File: src/rtl/deser_framed.sv
// deser_framed: serial-to-parallel deserializer with start-of-frame alignment,
// a single-entry output holding register with valid/ready handshake, and a
// sticky overflow flag for completed words that could not be stored.
module deser_framed #(
    parameter int DATA_WIDTH = 16,
    parameter int MSB_FIRST  = 1
) (
    input  logic                          clk,
    input  logic                          reset,
    input  logic                          din,
    input  logic                          din_valid,
    input  logic                          din_sof,
    output logic [DATA_WIDTH-1:0]         dout,
    output logic                          dout_valid,
    input  logic                          dout_ready,
    output logic                          overflow,
    input  logic                          overflow_clr,
    output logic [$clog2(DATA_WIDTH)-1:0] bit_count
);

    localparam int CW = $clog2(DATA_WIDTH);
    localparam logic [CW-1:0] LAST_IDX = CW'(DATA_WIDTH - 1);
    localparam logic [CW-1:0] ONE_CNT  = CW'(1);

    // Shift one serial bit into a partial word in the configured bit order.
    // MSB-first shifts left so the earliest bit ends up in the top position;
    // LSB-first shifts right so the earliest bit ends up in bit 0.
    function automatic logic [DATA_WIDTH-1:0] shift_in(
        input logic [DATA_WIDTH-1:0] cur,
        input logic                  b
    );
        logic [DATA_WIDTH-1:0] res;
        if (MSB_FIRST != 0) begin
            res = {cur[DATA_WIDTH-2:0], b};
        end else begin
            res = {b, cur[DATA_WIDTH-1:1]};
        end
        return res;
    endfunction

    logic [DATA_WIDTH-1:0] r_shift;
    logic [CW-1:0]         r_cnt;
    logic [DATA_WIDTH-1:0] r_dout;
    logic                  r_dout_valid;
    logic                  r_overflow;

    logic [DATA_WIDTH-1:0] w_shift_next;
    logic [CW-1:0]         w_cnt_next;
    logic                  w_complete;
    logic                  w_consume;
    logic                  w_load;
    logic                  w_drop;

    // Next partial word, bit counter and word-completion detection.
    always_comb begin
        w_shift_next = r_shift;
        w_cnt_next   = r_cnt;
        w_complete   = 1'b0;
        if (din_valid) begin
            if (din_sof) begin
                // Frame start: drop any partial, this bit is bit 0 of a new word.
                w_shift_next = shift_in({DATA_WIDTH{1'b0}}, din);
                w_cnt_next   = ONE_CNT;
            end else begin
                w_shift_next = shift_in(r_shift, din);
                if (r_cnt == LAST_IDX) begin
                    w_complete = 1'b1;
                    w_cnt_next = {CW{1'b0}};
                end else begin
                    w_cnt_next = r_cnt + ONE_CNT;
                end
            end
        end else begin
            w_shift_next = r_shift;
            w_cnt_next   = r_cnt;
        end
    end

    // Output-register decisions: consume, load (possibly same edge), or drop.
    always_comb begin
        w_consume = r_dout_valid & dout_ready;
        w_load    = 1'b0;
        w_drop    = 1'b0;
        if (w_complete) begin
            if (!r_dout_valid || dout_ready) begin
                w_load = 1'b1;
            end else begin
                w_drop = 1'b1;
            end
        end else begin
            w_load = 1'b0;
            w_drop = 1'b0;
        end
    end

    // Serial-side state: shift register and bit counter.
    always_ff @(posedge clk) begin
        if (reset) begin
            r_shift <= {DATA_WIDTH{1'b0}};
            r_cnt   <= {CW{1'b0}};
        end else begin
            r_shift <= w_shift_next;
            r_cnt   <= w_cnt_next;
        end
    end

    // Holding register: changes only on a load or a completed handshake.
    always_ff @(posedge clk) begin
        if (reset) begin
            r_dout       <= {DATA_WIDTH{1'b0}};
            r_dout_valid <= 1'b0;
        end else if (w_load) begin
            r_dout       <= w_shift_next;
            r_dout_valid <= 1'b1;
        end else if (w_consume) begin
            r_dout_valid <= 1'b0;
        end else begin
            r_dout_valid <= r_dout_valid;
        end
    end

    // Sticky overflow; a drop on the same edge as a clear leaves it set.
    always_ff @(posedge clk) begin
        if (reset) begin
            r_overflow <= 1'b0;
        end else if (w_drop) begin
            r_overflow <= 1'b1;
        end else if (overflow_clr) begin
            r_overflow <= 1'b0;
        end else begin
            r_overflow <= r_overflow;
        end
    end

    assign dout       = r_dout;
    assign dout_valid = r_dout_valid;
    assign overflow   = r_overflow;
    assign bit_count  = r_cnt;

endmodule

File: config.mk
export PLATFORM = sky130hd
export DESIGN_NAME = deser_framed
export DESIGN_NICKNAME = d
export VERILOG_FILES = /design/src/rtl/deser_framed.sv
export SDC_FILE = /design/constraint.sdc
export NUM_CORES = 1
export LEC_CHECK = 0
export BUFFER_PORTS_ARGS = -buffer_cell sky130_fd_sc_hd__buf_2
export CORE_MARGIN = 2
export CORE_UTILIZATION = 50
export DETAILED_ROUTE_END_ITERATION = 6
export MAX_ROUTING_LAYER = met4
export PLACE_DENSITY_LB_ADDON = 0.05
export SKIP_CTS_REPAIR_TIMING = 1
export SLEW_MARGIN = 20
export SYNTH_ARGS = -nofsm -noshare
export SYNTH_HDL_FRONTEND = slang
export SYNTH_SLANG_ARGS = --single-unit
export TNS_END_PERCENT = 5
File: constraint.sdc
create_clock -name clk -period 3.8 [get_ports clk]
set_input_delay 0.76 -clock clk [delete_from_list [all_inputs] [get_ports clk]]
set_output_delay 0.76 -clock clk [all_outputs]
set_load 0.1 [all_outputs]
==> out/results.tsv <==
metric	value	unit
xor/xnor cell area share of the yosys netlist	0	%
CTS tree	built	
Post-Syn Instances	155	
Clock transition at path regs	0.11	ns
slowest stage delay, CP	0.46	ns
Yosys top cell area share	51.57	%
endpoint type of the worst setup path	output port	
proportion of layout cells with a drive suffix above 1	29.28	%
most common cell in the synthesized netlist	dfxtp_1	
ys async rst share	0	%
Crit path depth	1	
Post-Syn Nets	163	
# fillers	264	
I/O pin cnt	29	
post-route DRC violation count	0	
clock sink count	38	
final hold vios	0	
via/cell ratio	5.208	
Max clock buf depth	2	
number of port buffers	28	
Routed WL	2516	um
TritonCTS buffer count	5	
Required @ worst endpoint	3.04	ns
Reg area	760.7	um2
Pwr per Cell Area	454.9	mW/mm2
post-synthesis adder-cell area fraction	0.8482	%
CP max FO	7	
starting density of the core	53.04	%
max frequency	0.5008	GHz
global route total overflow	0	
RR Endpoint	dout[3]	
Final period util	52.55	%
ranking of synthesized cells by instance count	dfxtp_1, nor2_1, a21oi_1, nor2b_1, a211oi_2	
Worst Tran Pin Value	0.7934	ns
largest net degree at the start of global routing	39	
Synth Area in Compound Gates	21.88	%
Syn-to-layout area delta	17.39	%
HPWL Detailed	1619	um
worst-path cell chain	buf_2	
wire per inst	11.87	um
DRT Pass-1 Iters	4	
initial antenna violation count	0	
Tmin final	1.997	ns
DRT antenna net count	0	
status	finished, final reports clean	
Synth Area per Inst	9.517	um2
total track usage	17.44	%
FP Rows	19	
hold wc startpoint	dout[11]	
largest family of logic cells by synthesized area	compound AO/OA/AOI/OAI gates	
sequential-to-total area share from yosys stat	51.57	%
Hold Path Stages	2	
worst reg2reg path depth	5	
crit path max-delay cell type	buf_2	
area taken by multi-input logic gates	661.9	um2
hold path endpoint	dout[11]	
antenna diode count	0	
setup slack, reg-to-reg	2.01	ns
LEAKAGE	0.6886	nW
mux contribution to synthesized area	0.6785	%
CP Data Arrival Time	1.24	ns
core area	0.002781	mm2
Nets	188	
Critical Path Start Type	flop	
Maximum Capacitance Violations	0	
Hold Path Class	flop to flop	
die footprint	0.003401	mm2
Yosys warning count	0	
reg2reg start	bit_count[0]	
CTS root buf	clkbuf_4	
die height	58.32	um
H-Tree Depth	2	
synthesized cell area	0.001475	mm2
Final Power	0.7878	mW
number of synthesized register bits	38	
cell taking the most area after synthesis	dfxtp_1	
largest cells by area after synthesis	dfxtp_1, a211oi_2, nor2_1	
Clock Skew	0.005393	ns
Max Transition Viols Final	0	
Die W	58.32	um
Final TNS setup	0	ns
vias in the first global route	1045	
Iter 0 DRT Violations	34	
simple-gate share of the synthesized area	20.44	%
Post-synth EDFFs	0	
Crit path buffers/inverters	1	
ys flop type	dfxtp_1	
Finish-stage setup viols	0	
CP top delay family	buffers and inverters	
Final Wtd Congestion	0.7561	
worst-skew pair later-pin latency	0.33	ns
critical path class	flop to output port	
unrepaired setup endpoints after global routing	false	
max_slew headroom	47.11	%
first-pass GRT wire length	4457	um
peak supply drop	0.3205	mV
Yosys cell types	22	
via count	1104	
registers in the layout (all words and copies together) (netlist names):
signal / flops
bit_count: 4
dout: 16
dout_valid: 1
overflow: 1
r_shift: 16
stage by stage:
step | hold slack, ns | utilization (%) | area [um2] | cells | setup WS (ns)
6_report | 0.5042 | 62.26 | 1732 | 212 | 1.803
5_1_grt | 0.5476 | 62.26 | 1732 | 212 | 1.703
4_1_cts | 0.5112 | 62.26 | 1732 | 212 | 1.797
3_5_place_dp | 0.4957 | 58.25 | 1620 | 204 | 1.479
3_3_place_gp | 0.4860 | 58.25 | 1620 | 204 | 1.553
2_1_floorplan | 0.4623 | - | 1475 | 155 | 1.554
metal layers:
metal | wire length (um) | vias to the layer above | part of all wire (%) | track usage, %
met2 | 1168 | 20 | 46 | 26.81
met5 | 0 | - | 0 | -
met4 | 46 | 0 | 1.8 | 7.973
li1 | - | 577 | - | -
met1 | 1185 | 499 | 47 | 21.43
met3 | 115 | 8 | 4.6 | 4.615
cell type report:
| cell class | instances | share of cell area, % |
|---|---|---|
| clock inverters | 2 | 3.468 |
| multi-input cells | 104 | 38.22 |
| clock buffers | 6 | 2.962 |
| flip-flops and latches | 38 | 43.93 |
| well taps | 31 | 2.240 |
| repair buffers | 30 | 8.960 |
| inverters | 1 | 0.2168 |
kinds of logic (layout without fill, tap and decap cells):
kind of cell / after synthesis / count (layout)
simple gates: 62 / 62
compound gates: 40 / 40
flops: 38 / 38
buf+inv: 13 / 39
fa+ha+maj: 1 / 1
mux: 1 / 1
how the worst max path moves through the flow:
stage | start | end | slack [ns]
2_1_floorplan | bit_count[0] | dout[1] | 1.55
5_1_grt | din_valid | dout[12] | 1.70
4_1_cts | bit_count[0] | bit_count[0] | 1.80
3_3_place_gp | din_valid | dout[11] | 1.55
3_5_place_dp | din_valid | dout[3] | 1.48
6_report | bit_count[2] | bit_count[2] | 1.80
placed cells by master (no fill, tap or decap):
cell       count
nand2_1        2
inv_1          1
nor2b_1       18
nor2_1        36
mux2i_1        1
dfxtp_1       38
and4_1         2
bufinv_16      2
a2111oi_1      1
nand3b_1       1
o211a_1        1
a21oi_1       19
buf_2         28
ha_1           1
o21ai_0        2
nor3_1         1
nor4bb_4       1
a211oi_2      14
buf_4          2
nand2b_1       1
a211oi_1       3
clkbuf_8       1
clkbuf_4       5
power by group:
| group | switching, mW | internal [mW] |
|---|---|---|
| sequential | 0.00216 | 0.400 |
| clock | 0.128 | 0.223 |
| combinational | 0.0267 | 0.00737 |
Note: power is estimated with default switching activity, not from simulation.
